[config.mk]
export PLATFORM = sky130hd
export DESIGN_NAME = fifo_uart_tx
export DESIGN_NICKNAME = d
export VERILOG_FILES = /design/src/rtl/fifo_uart_pkg.sv /design/src/rtl/uart_baud_cnt.sv /design/src/rtl/fifo_uart_tx.sv
export SDC_FILE = /design/constraint.sdc
export NUM_CORES = 1
export LEC_CHECK = 0
export CORE_MARGIN = 10
export CORE_UTILIZATION = 53
export DETAILED_ROUTE_END_ITERATION = 8
export PLACE_DENSITY = 0.79
export SYNTH_ARGS = -nofsm -noshare
export SYNTH_HDL_FRONTEND = slang
export SYNTH_SLANG_ARGS = --single-unit
[constraint.sdc]
create_clock -name clk -period 2.56 [get_ports clk]
set_clock_uncertainty 0.2 [all_clocks]
set_input_delay 0.512 -clock clk [delete_from_list [all_inputs] [get_ports clk]]
set_output_delay 0.512 -clock clk [all_outputs]
set_load 0.02 [all_outputs]
[src/rtl/fifo_uart_pkg.sv]
// Shared types and defaults for the FIFO-fed UART transmitter.
// FIFO_UART_PARITY_EN adds the PARITY state to the state encoding.
package fifo_uart_pkg;

    localparam int DEFAULT_WIDTH        = 8;
    localparam int DEFAULT_CLKS_PER_BIT = 16;

`ifdef FIFO_UART_PARITY_EN
    typedef enum logic [2:0] {IDLE, FETCH, START, DATA, PARITY, STOP} state_t;
`else
    typedef enum logic [2:0] {IDLE, FETCH, START, DATA, STOP} state_t;
`endif

endpackage

[src/rtl/uart_baud_cnt.sv]
// Down-counting baud divider: tick on the terminal count of each bit period.
// load presets the count to CLKS_PER_BIT-1; it then reloads itself on reaching 0.
module uart_baud_cnt
    import fifo_uart_pkg::*;
#(
    parameter int CLKS_PER_BIT = DEFAULT_CLKS_PER_BIT
) (
    input  logic clk,
    input  logic reset,
    input  logic load,
    input  logic en,
    output logic tick
);

    localparam int CNT_W = (CLKS_PER_BIT > 1) ? $clog2(CLKS_PER_BIT) : 1;
    localparam logic [CNT_W-1:0] RELOAD = CNT_W'(CLKS_PER_BIT - 1);

    logic [CNT_W-1:0] cnt;

    always_ff @(posedge clk or posedge reset) begin
        if (reset) begin
            cnt <= '0;
        end else if (load) begin
            cnt <= RELOAD;
        end else if (en) begin
            cnt <= (cnt == '0) ? RELOAD : cnt - CNT_W'(1);
        end
    end

    assign tick = en && (cnt == '0);

endmodule

[src/rtl/fifo_uart_tx.sv]
// UART transmitter that pulls words from a registered-read FIFO and serializes them LSB first.
// Define FIFO_UART_PARITY_EN to append an even parity bit between data and stop.
module fifo_uart_tx
    import fifo_uart_pkg::*;
#(
    parameter int WIDTH        = DEFAULT_WIDTH,
    parameter int CLKS_PER_BIT = DEFAULT_CLKS_PER_BIT
) (
    input  logic             clk,
    input  logic             reset,
    input  logic             fifoisempty,
    input  logic [WIDTH-1:0] Data_in,
    output logic             o_rreq,
    output logic             tx,
    output logic             busy,
    output logic             tx_done
);

    localparam int IDX_W = (WIDTH > 1) ? $clog2(WIDTH) : 1;
    localparam logic [IDX_W-1:0] LAST_IDX = IDX_W'(WIDTH - 1);

    state_t           state;
    logic [WIDTH-1:0] shreg;
    logic [WIDTH-1:0] sh_next;
    logic [IDX_W-1:0] bit_idx;
    logic             tick;
    logic             cnt_load;
    logic             cnt_en;
    logic             rst_done;
`ifdef FIFO_UART_PARITY_EN
    logic             par_bit;
`endif

    uart_baud_cnt #(.CLKS_PER_BIT(CLKS_PER_BIT)) u_baud (
        .clk   (clk),
        .reset (reset),
        .load  (cnt_load),
        .en    (cnt_en),
        .tick  (tick)
    );

    assign sh_next  = shreg >> 1;
    assign cnt_load = (state == FETCH);
    assign cnt_en   = (state != IDLE) && (state != FETCH);
    assign busy     = (state != IDLE);
    assign tx_done  = (state == STOP) && tick;
    // The read strobe must coincide with the decision cycle so FETCH sees the FIFO's registered data.
    assign o_rreq   = rst_done && !fifoisempty && ((state == IDLE) || tx_done);

    always_ff @(posedge clk or posedge reset) begin
        if (reset) begin
            rst_done <= 1'b0;
        end else begin
            rst_done <= 1'b1;
        end
    end

    always_ff @(posedge clk or posedge reset) begin
        if (reset) begin
            state   <= IDLE;
            tx      <= 1'b1;
            shreg   <= '0;
            bit_idx <= '0;
`ifdef FIFO_UART_PARITY_EN
            par_bit <= 1'b0;
`endif
        end else begin
            case (state)
                IDLE: begin
                    tx <= 1'b1;
                    if (o_rreq) state <= FETCH;
                end
                FETCH: begin
                    shreg   <= Data_in;
                    bit_idx <= '0;
`ifdef FIFO_UART_PARITY_EN
                    par_bit <= ^Data_in;
`endif
                    tx      <= 1'b0;
                    state   <= START;
                end
                START: begin
                    if (tick) begin
                        tx    <= shreg[0];
                        state <= DATA;
                    end
                end
                DATA: begin
                    if (tick) begin
                        if (bit_idx == LAST_IDX) begin
`ifdef FIFO_UART_PARITY_EN
                            tx    <= par_bit;
                            state <= PARITY;
`else
                            tx    <= 1'b1;
                            state <= STOP;
`endif
                        end else begin
                            shreg   <= sh_next;
                            tx      <= sh_next[0];
                            bit_idx <= bit_idx + IDX_W'(1);
                        end
                    end
                end
`ifdef FIFO_UART_PARITY_EN
                PARITY: begin
                    if (tick) begin
                        tx    <= 1'b1;
                        state <= STOP;
                    end
                end
`endif
                STOP: begin
                    if (tick) begin
                        state <= o_rreq ? FETCH : IDLE;
                    end
                end
                default: begin
                    tx    <= 1'b1;
                    state <= IDLE;
                end
            endcase
        end
    end

endmodule

# [After elaboration in Yosys (flattened, before gate mapping)]
# Index checks and enable logic that the tools add are counted.
[word_totals] register_bits=20 inputBits=11 out_inout_bits=4
[classes] addsub=2 n_eq_ne=12 muxes=20 n_bitwise=1 reduce_logical=15
[ops] cell="2-to-1 mux 3 bit" n=7
[ops] cell="2-to-1 mux 8 bit" n=2
[ops] cell="case mux 8 bit (2 select lines)" n=1
[ops] cell="case mux 3 bit (5 select lines)" n=1
[ops] cell="2-to-1 mux 4 bit" n=3
[ops] cell="!= test 2 bit (second input constant)" n=6
[ops] cell="== test 3 x 2 -> 1 bit (second input constant)" n=2
[ops] cell="== test 3 bit (second input constant)" n=2
[ops] cell="case mux 3 bit (2 select lines)" n=1
[ops] cell="AND reduction 3 bit" n=2
[ops] cell="logical AND 1 bit" n=5
[ops] cell="AND reduction 5 bit" n=1
[ops] cell="zero test 4 bit" n=1
[ops] cell="2-to-1 mux 1 bit" n=4
[ops] cell="case mux 1 bit (4 select lines)" n=1
[ops] cell="nonzero test 2 bit" n=2
[ops] cell="subtractor 4 x 1 -> 4 bit (second input constant)" n=1
[ops] cell="adder 3 x 1 -> 3 bit (second input constant)" n=1
[ops] cell="== test 3 x 1 -> 1 bit (second input constant)" n=1
[ops] cell="zero test 3 bit" n=1
[ops] cell="!= test 3 x 1 -> 1 bit (second input constant)" n=1
[ops] cell="nonzero test 3 bit" n=1
[ops] cell="zero test 1 bit" n=1
[ops] cell="logical OR 1 bit" n=1
[ops] cell="inverter 1 bit" n=1

# [Longest topological paths before layout]
# Gate-level depths: netlist of run 1.
[logic_depth] ltp_word=9 mapped_depth=7

# [Modules after synthesis]
# Synthesis of run 1 repeated with hierarchy kept, for this count alone.
[unflattened] hier_cells=97 hier_area_um2=1118.6
[modules_own_cells] module="fifo_uart_tx" n_inst=1 cells_per_inst=75 area_per_inst_um2=894.6 seq_area_each_um2=401.6
[modules_own_cells] module="uart_baud_cnt" n_inst=1 cells_per_inst=22 area_per_inst_um2=224.0 seq_area_each_um2=100.1

# [Worst setup path before layout of run 1]
# OpenSTA, ideal clock, no wires.
[synth_path] kind="register -> output" start="register u_baud.cnt[0]" end="output tx_done" arrival_time_ps=1552 required_time_ps=1848 setup_slack_ps=296 path_stages_with_launch=7 n_path_buf=2 path_cell_list="dfrtp_1 > inv_1 > ha_1 > or3b_1 > buf_2 > buf_6 > nor2_1"
[synth_between] elab_chain_cells=3
[synth_lines] element="start: declaration" line="uart_baud_cnt.sv:18" text="logic [CNT_W-1:0] cnt;"
[synth_lines] element="start signal: assignment" line="uart_baud_cnt.sv:26" text="cnt <= (cnt == '0) ? RELOAD : cnt - CNT_W'(1);"
[synth_lines] element="zero test 4 bit" line="uart_baud_cnt.sv:30" text="assign tick = en && (cnt == '0);"
[synth_lines] element="logical AND 1 bit" line="uart_baud_cnt.sv:30"
[synth_lines] element="logical AND 1 bit" line="fifo_uart_tx.sv:46" text="assign tx_done = (state == STOP) && tick;"
[synth_lines] element="end: declaration" line="fifo_uart_tx.sv:16" text="output logic tx_done"
# No other way between the ends.

# [Worst setup path after layout of run 1]
[layout_path] start="register u_baud.cnt[1]" end="output tx_done"
# Same word-level chain as after synthesis.

==> flow_metrics.env, run 1 <==
export IMPL_status="finished clean"
export IMPL_p_int_w=0.000827
export IMPL_fin_util_pct=69.4
export IMPL_min_path_type="primary input to asynchronous set/reset pin"
export IMPL_period_share_pct=96.4
export IMPL_synth_fp_nets=120
export IMPL_core_area_mm2=0.00196
export IMPL_drt_wirelength_per_cell_um=15.7
export IMPL_wirelength_um=2460
export IMPL_die_x_um=65.3
export IMPL_required_ns=1.85
export IMPL_clockRootBuffer="clkbuf_4"
export IMPL_drt_initial_drc_count=39
export IMPL_cts_sinks=20
export IMPL_clkLatencyLatePin_ns=0.30
export IMPL_avgSynthCellArea_um2=10.3
export IMPL_worstMarginPinSlew_ns=0.624
export IMPL_tns_ns=0
export IMPL_clockBufferDepth=2
export IMPL_p_leak_nw=0.613
export IMPL_min_period_ns=2.47
export IMPL_die_h_um=65.3
export IMPL_grt_max_degree=21
export IMPL_rsz0062_at_grt="false"
export IMPL_io_pins=15
export IMPL_drcViolationCount=0
export IMPL_drive_gt1_share_pct=26.2
export IMPL_area_delta_synth_final_pct=25.2
export IMPL_slew_viol_final=0
export IMPL_multi_input_area_um2=542
export IMPL_swShare_pct=35.1
export IMPL_p_per_area_mw_per_mm2=936
export IMPL_cts_tree="done"
export IMPL_setup_violations=0
export IMPL_grt_pass1_vias=956
export IMPL_portBuffers=14
export IMPL_cts_made_buffers=3
export IMPL_ir_worst_vdd_mv=0.549
export IMPL_path_max_fanout=3
export IMPL_cp_arrival_ns=1.76
export IMPL_worstSetupStartpointType="flip-flop"
export IMPL_antenna_found_initial=0
export IMPL_start_util_pct=55.4
export IMPL_synth_seq_cells=20
export IMPL_first_pass_iters=4
export IMPL_ant_nets=0
export IMPL_switchingPower_w=0.000447
export IMPL_critPathKind="flip-flop to output pin"
export IMPL_clkPwrFrac_pct=14.3
export IMPL_ctsHtreeMaxLevel=1
export IMPL_maxSlewHeadroom_pct=58.4
export IMPL_hpwl_um=1800
export IMPL_yosys_warnings=0
export IMPL_seq_area_frac_synth_pct=46.1
export IMPL_end_kind="output pin"
export IMPL_routed_via_density=5.85
export IMPL_grt_ovfl_total=0
export IMPL_max_cap_viol_count=0
export IMPL_grt_pass1_wl_um=4400
export IMPL_layout_nets=145
export IMPL_vias=918
export IMPL_postCtsSetupBuffers=0
export IMPL_comb_power_share_pct=45.9
export IMPL_path_clk_slew_ns=0.11
export IMPL_seq_area_um2=502
export IMPL_syn_cell_area_mm2=0.00109
export IMPL_synthDistinctLibCells=37
export IMPL_finalHoldViolations=0
export IMPL_max_freq_mhz=405
export IMPL_nFillCells=171
export IMPL_fp_dieArea_mm2=0.00426
export IMPL_seq_power_share_pct=39.8
export IMPL_grt_use_total_pct=12.4
export IMPL_rows=16
export IMPL_postSynthCellCount=106
export IMPL_gp_congestion=0.790
export IMPL_n_antenna_cell=0
==> placed cells by master, fill, tap and decap left out, types with 2 or more instances in the layout <==
cell type        Yosys  layout
o32ai_1              8       8
nor2_1               7       7
ha_1                 3       3
o21ai_0              6       6
a21oi_1              4       3
a22o_1               2       2
clkdlybuf4s50_1      0      11
nand2_1              4       4
inv_1                4       4
nor3b_1              3       3
clkbuf_4             0       3
or2_2                8       8
o21a_1               3       3
a2bb2oi_1            7       7
dfrtp_1             19      19
buf_4                0      13
==> worst max-delay path: stages (launching register included) <==
cell and delay, ns:
dfrtp_1 0.40, inv_1 0.06, ha_1 0.15, or3b_4 0.42
buf_4 0.15, nor2_1 0.10, buf_2 0.18
==> layer usage <==
metal	share of wire, %	GRT usage (%)	vias to the layer above	wire, µm
met3	5.4	3.56	2	134
li1	-	-	444	-
met4	0.45	3.21	0	11
met5	0	0	-	0
met2	47	20.9	23	1160
met1	47	15.2	449	1150
==> state kept, by name (all words and copies together) (netlist names) <==
signal	flops
shreg	8
u_baud.cnt	4
bit_idx	3
state	3
rst_done	1
tx	1
==> cell families (layout without fill, tap and decap cells) <==
family	Yosys count	after routing	share of synthesized area (%)
multiplexers	1	1	1.04
adder cells (fa/ha/maj)	3	3	3.45
flip-flops	20	20	46.1
other	1	1	0.345
AND/OR/NAND/NOR	33	33	18.6
buffers and inverters	11	35	4.95
AO/OA/AOI/OAI	37	37	25.4
==> Yosys cell counts <==
cell type | n | share of area [%]
a211o_1 | 1 | 0.81
a211oi_1 | 1 | 0.69
a21oi_1 | 4 | 1.8
a22o_1 | 2 | 1.6
a2bb2oi_1 | 7 | 5.6
a31oi_1 | 1 | 0.58
a32o_1 | 1 | 0.92
and3b_1 | 1 | 0.81
buf_1 | 1 | 0.34
buf_2 | 4 | 1.8
buf_6 | 1 | 1.0
clkbuf_1 | 1 | 0.34
conb_1 | 1 | 0.34
dfrtp_1 | 19 | 44
dfstp_2 | 1 | 2.4
ha_1 | 3 | 3.5
inv_1 | 4 | 1.4
mux2_2 | 1 | 1.0
nand2_1 | 4 | 1.4
nand2b_1 | 1 | 0.58
nor2_1 | 7 | 2.4
nor2b_1 | 1 | 0.58
nor3_1 | 1 | 0.46
nor3b_1 | 3 | 2.1
nor4_1 | 1 | 0.58
nor4_2 | 1 | 1.2
nor4b_1 | 1 | 0.81
o21a_1 | 3 | 2.1
o21ai_0 | 6 | 2.8
o21bai_1 | 1 | 0.69
o22ai_1 | 1 | 0.58
o31a_1 | 1 | 0.81
o32ai_1 | 8 | 6.4
or2_2 | 8 | 4.6
or3_1 | 1 | 0.58
or3b_1 | 1 | 0.81
or4b_2 | 2 | 1.8
==> through the flow <==
| stage | instances | worst slack (ns) | area [µm²] | total power (W) | hold slack, ns |
|---|---|---|---|---|---|
| 2_1_floorplan | 106 | 0.296 | 1090 | 0.000891 | 0.258 |
| 3_3_place_gp | 153 | -0.447 | 1320 | 0.00105 | 0.292 |
| 3_5_place_dp | 153 | -0.501 | 1320 | 0.00109 | 0.302 |
| 4_1_cts | 157 | 0.0673 | 1360 | 0.00128 | 0.327 |
| 5_1_grt | 157 | 0.0284 | 1360 | 0.00136 | 0.355 |
| 6_report | 157 | 0.0917 | 1360 | 0.00127 | 0.321 |
==> cell type report <==
class | instances | area share, %
Multi-Input combinational cell | 75 | 39.8
Sequential cell | 20 | 36.9
Timing Repair Buffer | 27 | 17.1
Clock buffer | 4 | 2.67
Tap cell | 27 | 2.48
Inverter | 4 | 1.10
==> final timing paths <==
check,slack (ns),depth (start not counted),end,from
setup / recovery,0.09,6,tx_done,u_baud.cnt[1]
hold / removal,0.32,3,bit_idx[1],reset
setup reg to reg,0.42,5,bit_idx[0],bit_idx[0]
hold reg to reg,0.33,1,bit_idx[1],bit_idx[1]
max in group asynchronous,1.58,3,tx,reset
min in group clk,0.33,1,bit_idx[1],bit_idx[1]
==> power by group through the flow <==
stage               Clock, W  Combinational (W)  Sequential, W
floorplan                  0           0.000373       0.000518
global placement           0           0.000551       0.000502
detailed placement         0           0.000578       0.000510
CTS                 0.000188           0.000582       0.000506
global route        0.000195           0.000648       0.000520
finish              0.000182           0.000585       0.000508
==> repair_timing <==
action | CTS | global route
hold buffers | 0 | 0
endpoints found under the hold margin | 0 | 0
resized for setup | 14 | 0
endpoints found under the setup margin | 3 | 0
Note: power is estimated with default switching activity, not from simulation.
==> inputs of run 2 (changes only) <==
--- a/config.mk
+++ b/config.mk
@@ -9,6 +9,7 @@
 export CORE_UTILIZATION = 53
 export DETAILED_ROUTE_END_ITERATION = 8
 export PLACE_DENSITY = 0.79
+export SLEW_MARGIN = 20
 export SYNTH_ARGS = -nofsm -noshare
 export SYNTH_HDL_FRONTEND = slang
 export SYNTH_SLANG_ARGS = --single-unit
==> results of run 2 <==
No change in the layout: final DEF, timing and power equal those of run 1.
==> inputs of run 3 (changes only) <==
--- a/config.mk
+++ b/config.mk
@@ -9,6 +9,7 @@
 export CORE_UTILIZATION = 53
 export DETAILED_ROUTE_END_ITERATION = 8
 export PLACE_DENSITY = 0.79
+export SETUP_SLACK_MARGIN = 0.5
 export SLEW_MARGIN = 20
 export SYNTH_ARGS = -nofsm -noshare
 export SYNTH_HDL_FRONTEND = slang
==> run 3 against run 2 <==
Hold slack got worse by 0.0050 ns. Via count rose by 1.9%. Combinational power rose by 14%. Sequential share of layout area fell by 2.5 points. Utilization rose by 5.1 points. Clock power rose by 4%. Register-to-register slack improved by 0.16 ns. Total power rose by 6.9%. Wire length rose by 6.3%. Largest power group unchanged.
==> flow_metrics.env, run 3 (synthesized netlist as in run 1, its figures left out) <==
export IMPL_status="finished clean"
export IMPL_fp_dieArea_mm2=0.00426
export IMPL_path_max_fanout=3
export IMPL_cp_arrival_ns=1.66
export IMPL_ir_worst_vdd_mv=0.618
export IMPL_min_period_ns=2.37
export IMPL_max_stage_delay_ns=0.42
export IMPL_largest_register="shreg"
export IMPL_grt_use_total_pct=12.2
export IMPL_total_power_w=0.00136
export IMPL_rsz0062_at_grt="true"
export IMPL_r2r_cells=6
export IMPL_drive_gt1_share_pct=35.3
export IMPL_drt_wirelength_per_cell_um=16.4
export IMPL_final_common_cell="dfrtp_1"
export IMPL_cpMaxStageDelayCell="or3b_4"
export IMPL_n_antenna_cell=0
export IMPL_hpwl_um=1830
export IMPL_worst_slack_ns=0.188
export IMPL_path_clk_slew_ns=0.12
export IMPL_path_cells="inv_1 > ha_2 > or3b_4 > a21oi_4 > buf_6"
export IMPL_required_ns=1.85
export IMPL_cts_sinks=20
export IMPL_area_delta_synth_final_pct=34.4
export IMPL_worstSetupStartpointType="flip-flop"
export IMPL_antenna_found_initial=0
export IMPL_grt_ovfl_total=0
export IMPL_worstMarginPinSlew_ns=0.590
export IMPL_rows=16
export IMPL_mostFrequentLayoutCells="19 x dfrtp_1, 16 x buf_4, 9 x clkdlybuf4s50_1, 8 x or2_2, 7 x a2bb2oi_1"
export IMPL_min_path_type="primary input to asynchronous set/reset pin"
export IMPL_rr_startpoint="u_baud.cnt[1]"
export IMPL_p_leak_nw=0.648
export IMPL_end_kind="output pin"
export IMPL_cts_made_buffers=3
export IMPL_io_pins=15
export IMPL_clockBufferDepth=2
export IMPL_start_util_pct=55.4
export IMPL_setup_violations=0
export IMPL_vias=935
export IMPL_gp_congestion=0.805
export IMPL_clockRootBuffer="clkbuf_4"
export IMPL_wirelength_um=2620
export IMPL_top_regs="shreg (8), u_baud.cnt (4)"
export IMPL_crit_family="simple AND/OR/NAND/NOR gates"
export IMPL_first_pass_iters=4
export IMPL_cp_num_buf_inv=2
export IMPL_maxSlewHeadroom_pct=60.7
export IMPL_r2r_end="shreg[6]"
export IMPL_portBuffers=14
export IMPL_critPathKind="flip-flop to output pin"
export IMPL_finalHoldViolations=0
export IMPL_layout_nets=148
export IMPL_grt_max_degree=21
export IMPL_core_area_mm2=0.00196
export IMPL_max_freq_mhz=422
export IMPL_grt_pass1_wl_um=4220
export IMPL_period_share_pct=92.6
export IMPL_max_cap_viol_count=0
export IMPL_pre_cts_slack_ns=-0.311
export IMPL_die_h_um=65.3
export IMPL_drt_initial_drc_count=18
export IMPL_grt_pass1_vias=935
export IMPL_ctsHtreeMaxLevel=1
export IMPL_cts_hold_buf=0
export IMPL_p_per_area_mw_per_mm2=932
export IMPL_drcViolationCount=0
export IMPL_largest_reg_flops=8
export IMPL_die_x_um=65.3
export IMPL_routed_via_density=5.84
export IMPL_timing_hold_ws_ns=0.316
export IMPL_slew_viol_final=0
export IMPL_ant_nets=0
export IMPL_clkLatencyLatePin_ns=0.30
export IMPL_cts_tree="done"
export IMPL_regToRegSetupSlack_ns=0.58
[run 3: cell count changes in the layout (fill, tap and decap cells not counted), moves of 2 or more]
cell | before | now
o32ai_1 | 8 | 4
clkdlybuf4s50_1 | 11 | 9
buf_4 | 13 | 16
o32ai_2 | 0 | 4
[run 3: power by group]
| group | internal (W) | switching [W] | total, W |
|---|---|---|---|
| Clock | 0.0000867 | 0.000102 | 0.000189 |
| Combinational | 0.000345 | 0.000323 | 0.000668 |
| Sequential | 0.000439 | 0.0000663 | 0.000505 |
[run 3: worst max-delay path by stage]
stage	start	cells after the start	endpoint	slack, ns
after floorplan	u_baud.cnt[0]	6	tx_done	0.46
after global placement	fifoisempty	4	o_rreq	-0.30
after detailed placement	fifoisempty	4	o_rreq	-0.31
after CTS	u_baud.cnt[0]	5	o_rreq	0.20
after global routing	u_baud.cnt[0]	5	o_rreq	0.12
final	u_baud.cnt[1]	5	o_rreq	0.19
[run 3: through the flow]
stage               utilization [%]  instance area, µm²  cells  TNS, ns
floorplan                         -                1120    106        0
global placement               68.2                1340    152   -0.304
detailed placement             68.2                1340    152   -0.311
CTS                            72.3                1420    160        0
global route                   74.5                1460    160        0
finish                         74.5                1460    160        0
[run 3: worst register-to-register path, cell delays in order (launching register included)]
cell,delay (ns)
dfrtp_1,0.40
inv_1,0.06
ha_2,0.18
or3b_4,0.42
buf_4,0.22
o32ai_2,0.26
a2bb2oi_1,0.11
[run 3: cell type report]
type / count / area, µm²
repair buffers: 30 / 255
flip-flops and latches: 20 / 502
fillers: 155 / 500
multi-input cells: 75 / 619
clock buffers: 4 / 36.3
well taps: 27 / 33.8
inverters: 4 / 15.0
[run 3: routing by layer]
layer | vias to the layer above | GRT usage [%] | share of wire [%]
li1 | 456 | - | -
met1 | 462 | 14.4 | 45
met2 | 13 | 21.2 | 51
met3 | 4 | 2.71 | 2.1
met4 | 0 | 4.01 | 1.2
met5 | - | 0 | 0
[run 3: timing repair]
action                     CTS  global route
setup buffers                4             0
hold endpoints to repair     0             0
setup endpoints to repair   15            12
pin swaps                    2             2
resized for setup           23             6
